--- config.mk ---
export PLATFORM = sky130hd
export DESIGN_NAME = pipeline_hazard_ctrl
export DESIGN_NICKNAME = d
export VERILOG_FILES = /design/src/rtl/pipeline_hazard_ctrl.sv
export SDC_FILE = /design/constraint.sdc
export NUM_CORES = 1
export LEC_CHECK = 0
export ABC_CLOCK_PERIOD_IN_PS = 1300
export CAP_MARGIN = 20
export CORE_AREA = 4 4 51 53
export CTS_CLUSTER_SIZE = 12
export DETAILED_ROUTE_END_ITERATION = 12
export DIE_AREA = 0 0 55 57
export GPL_ROUTABILITY_DRIVEN = 0
export PLACE_DENSITY = 0.78
export SLEW_MARGIN = 10
export SYNTH_ARGS = -nofsm -noshare
export SYNTH_HDL_FRONTEND = slang
export SYNTH_SLANG_ARGS = --single-unit
--- constraint.sdc ---
create_clock -name clk -period 1.3 [get_ports clk]
set_clock_uncertainty 0.2 [all_clocks]
set_input_delay 0.13 -clock clk [delete_from_list [all_inputs] [get_ports clk]]
set_output_delay 0.13 -clock clk [all_outputs]
set_load 0.005 [all_outputs]
--- src/rtl/pipeline_hazard_ctrl.sv ---
// Stall/flush/forwarding control for the 5-stage pipe, including the data-memory wait freeze.
// Define PIPE_HAZARD_TIMEOUT_EN to compile in the WAIT watchdog (WaitCnt, ERR state, MemTimeout).
module pipeline_hazard_ctrl #(
    parameter int TIMEOUT_CYCLES = 64
) (
    input  logic       clk,
    input  logic       rst_n,
    input  logic [4:0] Rs1D,
    input  logic [4:0] Rs2D,
    input  logic [4:0] Rs1E,
    input  logic [4:0] Rs2E,
    input  logic [4:0] RdE,
    input  logic       ResultSrcE0,
    input  logic       PCSrcE,
    input  logic [4:0] RdM,
    input  logic [4:0] RdW,
    input  logic       RegWriteM,
    input  logic       RegWriteW,
    input  logic       MemReqM,
    input  logic       MemReadyM,
    output logic       StallF,
    output logic       StallD,
    output logic       StallE,
    output logic       StallM,
    output logic       FlushD,
    output logic       FlushE,
    output logic       FlushW,
    output logic [1:0] ForwardAE,
    output logic [1:0] ForwardBE,
    output logic       MemTimeout,
    output logic [1:0] CtrlState
);

    // state    | meaning
    // ST_RUN   | normal flow; load-use stalls and branch flushes
    // ST_WAIT  | data memory busy; whole pipe frozen, bubbles into M/W
    // ST_ERR   | watchdog trap; frozen until reset
    typedef enum logic [1:0] {
        ST_RUN  = 2'b00,
        ST_WAIT = 2'b01,
        ST_ERR  = 2'b10
    } state_t;

    state_t state_q, state_d;
    logic   mem_wait, lw_stall, freeze;

    function automatic logic [1:0] fwd_sel(input logic [4:0] rs);
        if (RegWriteM && (RdM != 5'd0) && (RdM == rs))
            return 2'b10;
        else if (RegWriteW && (RdW != 5'd0) && (RdW == rs))
            return 2'b01;
        else
            return 2'b00;
    endfunction

    assign ForwardAE = fwd_sel(Rs1E);
    assign ForwardBE = fwd_sel(Rs2E);

    assign mem_wait = MemReqM & ~MemReadyM;
    assign lw_stall = ResultSrcE0 & (RdE != 5'd0) & ((RdE == Rs1D) | (RdE == Rs2D));

`ifdef PIPE_HAZARD_TIMEOUT_EN
    localparam int CW = $clog2(TIMEOUT_CYCLES + 1);
    localparam logic [CW-1:0] WAIT_LAST = CW'(TIMEOUT_CYCLES - 1);

    logic [CW-1:0] wait_cnt_q;
    logic          timeout_q;
`else
    logic unused_timeout_cfg;
    assign unused_timeout_cfg = ^TIMEOUT_CYCLES;
`endif

    always_comb begin
        state_d = state_q;
        freeze  = 1'b0;
        case (state_q)
            ST_RUN: begin
                if (mem_wait) begin
                    freeze  = 1'b1;
                    state_d = ST_WAIT;
                end
            end
            ST_WAIT: begin
                if (!MemReadyM) begin
                    freeze = 1'b1;
`ifdef PIPE_HAZARD_TIMEOUT_EN
                    if (wait_cnt_q == WAIT_LAST)
                        state_d = ST_ERR;
`endif
                end else begin
                    state_d = ST_RUN;
                end
            end
            ST_ERR: begin
                freeze = 1'b1;
            end
            default: begin
                state_d = ST_RUN;
            end
        endcase
    end

    // A freeze overrides the load-use bubble and the branch flush; both are re-evaluated on release.
    always_comb begin
        StallF = lw_stall;
        StallD = lw_stall;
        StallE = 1'b0;
        StallM = 1'b0;
        FlushD = PCSrcE;
        FlushE = lw_stall | PCSrcE;
        FlushW = 1'b0;
        if (freeze) begin
            StallF = 1'b1;
            StallD = 1'b1;
            StallE = 1'b1;
            StallM = 1'b1;
            FlushD = 1'b0;
            FlushE = 1'b0;
            FlushW = 1'b1;
        end
    end

    always_ff @(posedge clk or negedge rst_n) begin
        if (!rst_n)
            state_q <= ST_RUN;
        else
            state_q <= state_d;
    end

`ifdef PIPE_HAZARD_TIMEOUT_EN
    always_ff @(posedge clk or negedge rst_n) begin
        if (!rst_n) begin
            wait_cnt_q <= '0;
            timeout_q  <= 1'b0;
        end else begin
            if (state_q != ST_WAIT)
                wait_cnt_q <= '0;
            else if (!MemReadyM)
                wait_cnt_q <= wait_cnt_q + CW'(1);
            timeout_q <= (state_d == ST_ERR);
        end
    end

    assign MemTimeout = timeout_q;
`else
    assign MemTimeout = 1'b0;
`endif

    assign CtrlState = state_q;

endmodule
---- Word-level counts from Yosys, hierarchy flattened ----
Cells that the tools add are included.
word-level totals
  flip-flop bits (word level) ............. 2
  bits of input ports ..................... 43
  output and inout port bits .............. 14
  word-level logic and storage cells ...... 43
operators by class
  equal/unequal tests ..................... 10
  mux-type cells .......................... 14
  bitwise operators ....................... 7
  reductions and logical operators ........ 11
operators by type and width
  cell                count
  $eq 5x5->1          6
  $reduce_bool 5->1   3
  $mux 1              8
  $mux 2              4
  $logic_and 1x1->1   6
  $pmux 2 s3          1
  $ne 2x2->1 const B  2
  $and 1x1->1         3
  $pmux 1 s3          1
  $reduce_and 3->1    1
  $eq 2x1->1 const B  1
  $eq 2x2->1 const B  1
  $logic_not 2->1     1
  $not 1->1           2
  $or 1x1->1          2

---- Logic depth before layout (Yosys ltp) ----
  word-level depth ........................ 5
  gate-level depth with buffers ........... 5
  gate-level depth less buffers ........... 4

---- Least setup slack after synthesis ----
No wires, ideal clock.
  path type ............................... in2out
  start ................................... input RdM[1]
  end ..................................... output ForwardAE[0]
  data arrival time ....................... 1170 ps
  data required time ...................... 970 ps
  setup slack ............................. -200 ps
  stages .................................. 4
  path buffers ............................ 0
  cells stage by stage .................... or4_1 o21ai_2 nor4_1 nor4_2
on the way
  longest elaborated chain between the ends .. 4
  elaborated cells between the ends (all ways) .. 5
  classes of those cells .................. eq/ne (1); mux (1); reduce/logical (3)
ends and longest elaborated chain
  what                 RTL line  source
  start, declared      15        input logic [4:0] RdM,
  $reduce_bool 5->1    48        if (RegWriteM && (RdM != 5'd0) && (RdM == rs))
  $logic_and 1x1->1    48
  $logic_and 1x1->1 *  48
  $mux 2 *             48
  end, declared        28        output logic [1:0] ForwardAE,
Every way passes the cells marked *; elsewhere a longest branch is shown, timed or not.

---- Worst setup path in the final report ----
  start ................................... input Rs2E[2]
  end ..................................... output ForwardBE[0]
on the way
  longest elaborated chain between the ends .. 4
  elaborated cells between the ends (all ways) .. 6
  classes of those cells .................. eq/ne (2); mux (2); reduce/logical (2)
ends and longest elaborated chain
  what               RTL line  source
  start, declared    11        input logic [4:0] Rs2E,
  $eq 5x5->1         50        else if (RegWriteW && (RdW != 5'd0) && (RdW == rs))
  $logic_and 1x1->1  50
  $mux 1             50
  $mux 2 *           48
  end, declared      29        output logic [1:0] ForwardBE,
Marked as above.

==> flow_metrics.py <==
metrics = {
    "run_status": {
        "status": "finished, violations left",
        "violations": "negative setup slack",
    },
    "floorplan": {
        "rows": 17,
        "die_w_microns": 55,
        "core_area_sq_mm": 0.00215,
        "num_io_pins": 57,
        "initial_core_util_pct": 23.1,
        "die_area_sq_mm": 0.00314,
        "die-height_microns": 57,
    },
    "synthesis": {
        "synth_top_cell_by_area": "xor2_1",
        "synth_area_leaders": "xor2_1, xnor2_1, buf_4, or4_1, dfrtp_1",
        "synth_top_cell_area_share_pct": 42.4,
        "avgSynthCellArea_sq_um": 7.74,
        "synth_ff_type": "dfrtp_1",
        "yosysWarnings": 0,
        "syn-cell-area_sq_um": 495,
        "yosys.cell_count.top_type": "xor2_1",
        "synth_cell_types": 19,
        "async_flop_share_pct": 100,
        "yosysSeqAreaShare_pct": 5.05,
        "synthTopCellsByCount": "xor2_1, xnor2_1, buf_4, or4_1",
        "synth_edf_count": 0,
        "synth_cells": 64,
        "synth-seq-cells": 1,
    },
    "worst_setup_path": {
        "path_cells": "dlygate4sd2_1 -> xor2_1 -> or4_1 -> nor4_2 -> buf_2",
        "reg2reg_slack_ns": 0.09,
        "cp_slowest_cell": "or4_1",
        "critPathBufInv": 2,
        "cp_max_fo": 2,
        "crit_path_start": "Rs2E[2]",
        "worst_setup_path_start_kind": "input port",
        "crit_family": "simple AND/OR/NAND/NOR gates",
        "max_stage_delay_ns": 0.49,
        "worstPathRequired_ns": 0.97,
        "regToRegStartpoint": "CtrlState[0]",
        "end_kind": "output port",
        "path_class": "in -> out",
        "arrival_ns": 1.46,
    },
    "power": {
        "p_leak_nw": 0.587,
        "pwr_density_cell_mw_per_mm2": 338,
        "peakVddDrop_uv": 164,
    },
    "drt": {
        "vias_per_cell": 4.62,
        "dr.first_iter.drc_count": 2,
        "drt_wl_total_microns": 2240,
        "drc": 0,
        "routedWlPerCell_microns": 13.6,
        "ant_nets": 0,
        "dr.pass1.iters": 3,
        "via_count": 758,
    },
    "global_route": {
        "track_usage_pct": 12.5,
        "grt_max_degree": 4,
        "antenna_found_initial": 0,
        "grt_pass1_vias": 801,
        "overflow": 0,
        "grt_pass1_wl_microns": 3060,
    },
    "cts": {
        "holdBufCountCts": 0,
        "clk_pin_slew_ns": 0,
        "clk_latency_ns": 0,
    },
    "sta": {
        "final_hold_viol_count": 0,
        "rsz0062_at_grt": "true",
        "max_freq_mhz": 559,
        "fin_ws_ns": -0.487,
        "setup_violations": 7,
        "layout_min_cycle_time_ns": 1.79,
        "hold_ws_ns": 0.0812,
        "slew_violations": 0,
        "post-route-period-util_pct": 137,
    },
    "cells_and_area": {
        "nets": 181,
        "drive_above_1_share_pct": 54.4,
        "largest_reg_flops": 1,
        "diodes": 0,
        "instances_no_fill": 164,
        "fin_area_sq_mm": 0.00127,
        "nFillCells": 173,
        "syn_to_final_growth_pct": 156,
    },
    "worst_hold_path": {
        "hp-class": "in -> async",
    },
    "place": {
        "pre_cts_ws_ns": -1.26,
        "detailed_place_hpwl_microns": 1820,
        "placed_cell_area_sq_mm": 0.00116,
        "portBuffers": 54,
        "dp.cells": 158,
    },
    "flow_run": {
        "cap_viol_max_count": 0,
    },
}
[metrics by stage]
step                      power (mW)  setup TNS, ns  util, %
after CTS                      0.398          -2.32     56.6
final                          0.429          -2.23     59.1
after global placement         0.377          -9.19     53.9
after global routing           0.459          -2.57     59.1
after floorplan                0.149         -0.298        -
after detailed placement       0.386          -9.49     53.9
[cells in the final DEF (no fill, tap or decap), drive strengths merged]
master,n
a22oi,1
buf,43
clkbuf,7
clkdlybuf4s15,9
clkdlybuf4s50,8
conb,2
dfrtp,1
dlygate4sd2,9
inv,3
nand2,1
nand3,2
nor2,3
nor3,2
nor4,4
o21ai,4
o31ai,1
or2,1
or4,5
xnor2,6
xor2,24
[path summary, 6_finish.rpt]
path / to / cells after the start
max: ForwardBE[0] / 5
min: CtrlState[0] / 1
min reg2reg: CtrlState[0] / 5
min in group clk: ForwardAE[0] / 4
max in group asynchronous: CtrlState[0] / 1
max reg2reg: CtrlState[0] / 5
[cell type report]
type,count,area (sq um),share of cell area [%]
Sequential cell,1,25.0,1.97
Inverter,3,16.3,1.28
Timing Repair Buffer,76,628,49.5
Multi-Input combinational cell,56,564,44.5
Tap cell,28,35.0,2.76
[routing by layer]
| layer | global-route usage, % | wire length (microns) | up-vias |
|---|---|---|---|
| met2 | 27.4 | 1120 | 54 |
| met1 | 9.32 | 673 | 344 |
| met5 | 0 | 0 | - |
| met4 | 1.39 | 22 | 0 |
| met3 | 4.96 | 417 | 2 |
| li1 | - | - | 358 |
[kinds of logic (layout without fill, tap and decap cells)]
logic type	Yosys count	in the layout	share of synthesized area, %
compound gates	6	6	7.83
xor+xnor	30	30	53.0
buf+inv	8	79	9.85
flops	1	1	5.05
other cells	1	2	0.757
simple gates	18	18	23.5
[worst register-to-register path: cells and delay by family, from the launching register on]
family | cells | cell delay [ns]
buf+inv | 3 | 0.30
simple gates | 2 | 0.29
flops | 1 | 0.35
[power by group]
| part | switching (mW) | total (mW) | leakage (nW) | internal, mW |
|---|---|---|---|---|
| Combinational | 0.163 | 0.394 | 0.575 | 0.230 |
| Clock | 0 | 0 | 0 | 0 |
| Sequential | 0.00171 | 0.0356 | 0.0125 | 0.0338 |
| Total | 0.165 | 0.429 | 0.587 | 0.264 |
[timing repair]
action | in CTS | in global routing
gates resized for setup | 147 | 32
setup endpoints to repair | 11 | 9
pin swaps | 23 | 16
gates cloned | 0 | 0
buffers inserted | 7 | 1
No activity file was read; power rests on OpenSTA's default activity.
